$ cat src/rtl/serial_adder_pkg.sv
// Shared types and constants for the bit-serial adder.
package serial_adder_pkg;

   typedef enum logic [1:0] {
      S_IDLE = 2'd0,
      S_ADD  = 2'd1,
      S_DONE = 2'd2
   } state_t;

   localparam int DEFAULT_WIDTH = 8;

endpackage

$ cat src/rtl/FullAdder_1b.sv
// One-bit full adder cell.
module FullAdder_1b (
   input  logic A,
   input  logic B,
   input  logic Cin,
   output logic Sum,
   output logic Cout
);

   assign Sum  = A ^ B ^ Cin;
   assign Cout = (A & B) | (Cin & (A ^ B));

endmodule

$ cat src/rtl/serial_adder_nb.sv
// Bit-serial WIDTH-bit adder around one FullAdder_1b cell, one bit per clock.
// Optional SERIAL_ADDER_OVF_EN adds a signed-overflow output ovf.
module serial_adder_nb
   import serial_adder_pkg::*;
#(
   parameter int WIDTH = DEFAULT_WIDTH
) (
   input  logic             clk,
   input  logic             rst_n,
   input  logic             start,
   input  logic [WIDTH-1:0] a,
   input  logic [WIDTH-1:0] b,
   input  logic             cin,
   output logic             busy,
   output logic             done,
   output logic [WIDTH-1:0] sum,
   output logic             cout
`ifdef SERIAL_ADDER_OVF_EN
   ,
   output logic             ovf
`endif
);

   localparam int CW = $clog2(WIDTH);
   localparam logic [CW-1:0] LAST = CW'(WIDTH - 1);

   state_t           state_q, state_d;
   logic [WIDTH-1:0] sa_q, sa_d;
   logic [WIDTH-1:0] sb_q, sb_d;
   logic [WIDTH-2:0] res_q, res_d;
   logic             carry_q, carry_d;
   logic [CW-1:0]    cnt_q, cnt_d;
   logic [WIDTH-1:0] sum_q, sum_d;
   logic             cout_q, cout_d;
   logic [WIDTH-1:0] res_w;
   logic             fa_s;
   logic             fa_co;
`ifdef SERIAL_ADDER_OVF_EN
   logic             ovf_q, ovf_d;
`endif

   FullAdder_1b u_fa (
      .A    (sa_q[0]),
      .B    (sb_q[0]),
      .Cin  (carry_q),
      .Sum  (fa_s),
      .Cout (fa_co)
   );

   always_comb begin
      state_d = state_q;
      sa_d    = sa_q;
      sb_d    = sb_q;
      res_d   = res_q;
      carry_d = carry_q;
      cnt_d   = cnt_q;
      sum_d   = sum_q;
      cout_d  = cout_q;
`ifdef SERIAL_ADDER_OVF_EN
      ovf_d   = ovf_q;
`endif
      // Newest sum bit enters at the top; after WIDTH-1 shifts res_q
      // holds bits 0..WIDTH-2 and fa_s is the MSB.
      res_w   = {fa_s, res_q};
      unique case (state_q)
         S_IDLE, S_DONE: begin
            state_d = S_IDLE;
            if (start) begin
               state_d = S_ADD;
               sa_d    = a;
               sb_d    = b;
               carry_d = cin;
               cnt_d   = '0;
            end
         end
         S_ADD: begin
            sa_d    = sa_q >> 1;
            sb_d    = sb_q >> 1;
            res_d   = res_w[WIDTH-1:1];
            carry_d = fa_co;
            cnt_d   = cnt_q + 1'b1;
            if (cnt_q == LAST) begin
               state_d = S_DONE;
               cnt_d   = '0;
               sum_d   = res_w;
               cout_d  = fa_co;
`ifdef SERIAL_ADDER_OVF_EN
               ovf_d   = carry_q ^ fa_co;
`endif
            end
         end
         default: state_d = S_IDLE;
      endcase
   end

   always_ff @(posedge clk or negedge rst_n) begin
      if (!rst_n) begin
         state_q <= S_IDLE;
         sa_q    <= '0;
         sb_q    <= '0;
         res_q   <= '0;
         carry_q <= 1'b0;
         cnt_q   <= '0;
         sum_q   <= '0;
         cout_q  <= 1'b0;
`ifdef SERIAL_ADDER_OVF_EN
         ovf_q   <= 1'b0;
`endif
      end else begin
         state_q <= state_d;
         sa_q    <= sa_d;
         sb_q    <= sb_d;
         res_q   <= res_d;
         carry_q <= carry_d;
         cnt_q   <= cnt_d;
         sum_q   <= sum_d;
         cout_q  <= cout_d;
`ifdef SERIAL_ADDER_OVF_EN
         ovf_q   <= ovf_d;
`endif
      end
   end

   assign busy = (state_q == S_ADD);
   assign done = (state_q == S_DONE);
   assign sum  = sum_q;
   assign cout = cout_q;
`ifdef SERIAL_ADDER_OVF_EN
   assign ovf  = ovf_q;
`endif

endmodule
$ cat config.mk
export PLATFORM = sky130hd
export DESIGN_NAME = serial_adder_nb
export DESIGN_NICKNAME = d
export VERILOG_FILES = /design/src/rtl/serial_adder_pkg.sv /design/src/rtl/FullAdder_1b.sv /design/src/rtl/serial_adder_nb.sv
export SDC_FILE = /design/constraint.sdc
export NUM_CORES = 1
export LEC_CHECK = 0
export CELL_PAD_IN_SITES_DETAIL_PLACEMENT = 0
export CELL_PAD_IN_SITES_GLOBAL_PLACEMENT = 1
export CORE_MARGIN = 4
export CORE_UTILIZATION = 46
export DETAILED_ROUTE_END_ITERATION = 8
export HOLD_SLACK_MARGIN = 0.05
export PLACE_DENSITY = 0.9
export SETUP_SLACK_MARGIN = 0.2
export SLEW_MARGIN = 20
export SYNTH_ARGS = -nofsm -noshare
export SYNTH_HDL_FRONTEND = slang
export SYNTH_SLANG_ARGS = --single-unit
$ cat constraint.sdc
create_clock -name clk -period 2.5 [get_ports clk]
set_clock_uncertainty 0.2 [all_clocks]
set_input_delay 0.5 -clock clk [delete_from_list [all_inputs] [get_ports clk]]
set_output_delay 0.5 -clock clk [all_outputs]
set_load 0.02 [all_outputs]
==> tab_implementation.tex <==
\begin{tabular}{lr}
\hline
Metric & Value \\
\hline
\multicolumn{2}{l}{\textbf{Clocking}} \\
\quad Number of clock sinks seen by CTS & 38 \\
\quad CTS H-Tree Depth & 2 \\
\quad TritonCTS clock tree & done \\
\quad Clock-pin slew on the worst setup and hold paths & 0.08 ns \\
\quad Number of CTS-inserted buffers & 5 \\
\quad Clock latency reported for the late side of the worst-skew pair & 0.29 ns \\
\quad Number of gates resized after CTS & 0 \\
\quad Number of hold buffers added after CTS & 0 \\
\quad Clock root buffer & clkbuf\_8 \\
\quad \# Post-CTS Setup Buffers & 0 \\
\quad Clock Path Buffers & 2 \\
\multicolumn{2}{l}{\textbf{Floorplan}} \\
\quad Total die area & roughly 5100 µm² \\
\quad Chip Height & between 70 and 80 µm \\
\quad Boundary Pins & 31 \\
\quad Initial cell density of the core & 0.488 \\
\quad Std cell rows & 22 \\
\quad Core footprint & 3770 µm² \\
\quad Die extent in x & 71.2 µm \\
\multicolumn{2}{l}{\textbf{Place}} \\
\quad Half-perimeter wire length of the detailed placement result & roughly 2.4 mm \\
\quad Quantity of I/O buffers inserted on ports & 30 \\
\quad Final weighted congestion in routability-driven placement & 0.748 \\
\quad Cell count after placement & 208 \\
\quad Cell area reported after detailed placement & between 2000 and 2500 µm² \\
\multicolumn{2}{l}{\textbf{Synth}} \\
\quad Synthesized area divided by synthesized cell count & 13.7 µm² \\
\quad Yosys Warn Count & 0 \\
\quad Synth Instances & 134 \\
\quad Share of synthesized area occupied by flip-flops and latches & 0.517 \\
\quad Nets in the synthesized netlist & approximately 160 \\
\quad Primary flip-flop cell chosen by synthesis mapping & dfrtp\_1 \\
\quad Biggest area consumer among synthesized cells & dfrtp\_1 \\
\quad Share of the synthesized area in the top cell type & 0.517 \\
\quad Number of enable-type register cells in the synthesized netlist & 0 \\
\quad Ys async rst share & 1.00 \\
\quad Flip-flop and latch count after synthesis & 38 \\
\quad Commonest cells in the netlist & 47 x mux2i\_1, 38 x dfrtp\_1, 9 x mux2\_1 \\
\quad Post-synth design cell area & roughly 1800 µm² \\
\quad Dominant cells by area after synthesis & dfrtp\_1 52\%, mux2i\_1 26\%, mux2\_1 5.5\% \\
\quad Number of distinct library cells after synthesis & 21 \\
\quad Most common cell in the netlist & mux2i\_1 \\
\multicolumn{2}{l}{\textbf{Layout}} \\
\quad Utilization after layout & 0.616 \\
\quad Count of fill cells added during filler insertion & around 290 \\
\quad Area taken by flip-flops and latches & 951 µm² \\
\quad Fraction of layout instances using a drive strength above 1 & 0.155 \\
\quad Final instance area & between 2000 and 2500 µm² \\
\quad Net count, final & 190 \\
\quad Area overhead of the layout relative to synthesis & 26.3\% \\
\quad Antenna cells & 0 \\
\quad Number of cells in the finished layout apart from fillers & 216 \\
\quad Area used by multi-input combinational logic & 818 µm² \\
\multicolumn{2}{l}{\textbf{Global route}} \\
\quad Number of global-route vias before repair & 1175 \\
\quad GRT Overall Usage & 0.140 \\
\quad Total congestion overflow after global routing & 0 \\
\quad Maximum number of pins on one net before global-route repair & 39 \\
\quad Global-route wire length before repair & about 5.7 mm \\
\quad Antenna violations before repair & 0 \\
\multicolumn{2}{l}{\textbf{Setup path}} \\
\quad Data required time at the worst endpoint & 1.80 ns \\
\quad Data arrival time at the worst-slack endpoint & 1.47 ns \\
\quad Worst flop-to-flop path startpoint & cnt\_q[0] \\
\quad Standard cell with the maximum stage delay on the critical path & clkdlybuf4s50\_1 \\
\quad Capturing element type of the critical path & output port \\
\quad Crit path launch & state\_q[0] \\
\quad Category of cells accounting for the largest share of critical-path delay & buffers and inverters \\
\quad Ordered cell list for the critical path & nor2b\_1 > clkdlybuf4s50\_1 \\
\quad Element type at the critical path start & register \\
\quad Longest individual stage delay on the worst path & 0.62 ns \\
\quad Number of buffer and inverter instances along the worst setup path & 1 \\
\quad Kind of critical path & reg -> out \\
\quad Crit-path max FO & 4 \\
\multicolumn{2}{l}{\textbf{Power and ir drop}} \\
\quad Worst IR Drop VDD & 629 µV \\
\quad Total power per unit cell area & approximately 1200 nW/µm² \\
\quad Power share of the combinational group & 0.377 \\
\quad Total design power & 2780 µW \\
\quad Sequential Power Share & 0.395 \\
\quad Switching part of the total & 0.316 \\
\quad Share of power burned in the clock network & 0.228 \\
\quad Internal power summed over all cells & 1900 µW \\
\quad Net switching power figure & 881 µW \\
\quad Static Leakage & 0.00108 µW \\
\multicolumn{2}{l}{\textbf{Timing}} \\
\quad RSZ-0062 raised after global routing & false \\
\quad Final setup fails & 0 \\
\quad Number of hold violations in the final report & 0 \\
\quad Final cycle utilization of the critical path & 0.868 \\
\quad Time the final worst path needs with I/O delays and setup & between 2 and 2.5 ns \\
\quad Slew headroom & 0.455 \\
\quad Number of max-slew violations in the final report & 0 \\
\quad Max Clk Rate & 461 MHz \\
\quad Setup Total Neg Slack & 0 ns \\
\quad Slew of the pin with the lowest slew margin & 0.818 ns \\
\multicolumn{2}{l}{\textbf{Outcome}} \\
\quad Outcome & completed \\
\multicolumn{2}{l}{\textbf{Route}} \\
\quad Iter 0 DRT Violations & 55 \\
\quad DRC violation count after routing & 0 \\
\quad Vias after detailed routing & approximately 1.2k \\
\quad Wire per inst & $\sim$15 µm \\
\quad Final wirelength & about 3.3 mm \\
\quad TritonRoute pass-1 iters & 4 \\
\quad Average vias per placed instance & 5.37 \\
\quad Remaining antenna violation count after routing & 0 \\
\multicolumn{2}{l}{\textbf{Run}} \\
\quad Max Cap Viol & 0 \\
\multicolumn{2}{l}{\textbf{Worst hold path}} \\
\quad Class of the tightest hold or removal check & in -> async \\
\hline
\end{tabular}
metal layers:
layer | vias up | wire length [µm] | track usage
li1 | 550 | - | -
met1 | 588 | 1500 | 0.184
met2 | 20 | 1590 | 0.221
met3 | 2 | 142 | 0.0491
met4 | 0 | 16 | 0.0376
met5 | - | 0 | 0
stage by stage:
step           hold slack, ns  setup WS [ns]
5_1_grt                 0.163          0.269
3_5_place_dp            0.277          0.562
6_report                0.104          0.331
3_3_place_gp            0.264          0.566
4_1_cts                 0.134          0.246
2_1_floorplan         0.00441          0.790
state kept, by name, summed over array words and instances (netlist names):
signal / count
carry_q: 1
cnt_q: 3
cout: 1
res_q: 7
sa_q: 8
sb_q: 8
state_q: 2
sum: 8
kinds of logic (layout without fill, tap and decap cells):
group,after synthesis,count (layout),share of synthesized area
flip-flops,38,38,0.517
buffers and inverters,12,46,0.0381
AND/OR/NAND/NOR,12,12,0.0429
multiplexers,64,64,0.360
adder cells (fa/ha/maj),3,3,0.0245
AO/OA/AOI/OAI,5,5,0.0177
layout make-up:
class                           instances  area share
Inverter                                2     0.00323
Clock buffer                            6      0.0356
Sequential cell                        38       0.409
Multi-Input combinational cell         84       0.352
Timing Repair Buffer                   36       0.148
Tap cell                               48      0.0259
Clock inverter                          2      0.0259
final timing paths:
kind | endpoint | slack, ns | cells after the start
min in group clk | sum[0] | 0.29 | 1
hold reg to reg | sum[0] | 0.29 | 1
max in group asynchronous | sb_q[4] | 1.47 | 1
hold / removal | sum[2] | 0.10 | 1
setup reg to reg | sum[7] | 0.55 | 4
setup / recovery | done | 0.33 | 2
cells in the final DEF, fill, tap and decap left out, drive strengths merged:
cell,synthesis,routed
a31o,1,1
or3b,1,1
dlymetal6s2s,0,1
buf,10,7
nand2b,2,2
nand4bb,1,1
dfrtp,38,38
nor4b,1,1
fa,1,1
nand3,4,4
mux2,17,17
mux2i,47,47
a22o,1,1
clkdlybuf4s50,0,28
bufinv,0,2
nor2b,1,1
nand3b,1,1
o21ai,3,3
ha,2,2
inv,2,2
clkbuf,0,6
nor2,1,1
power by group through the flow:
stage / Clock [µW] / Combinational, µW / Sequential, µW
finish: 635 / 1050 / 1100
floorplan: 0 / 668 / 1140
global placement: 0 / 1020 / 1090
global route: 677 / 1150 / 1140
detailed placement: 0 / 1060 / 1110
CTS: 643 / 1070 / 1100
No activity file was read; power rests on OpenSTA's default activity.
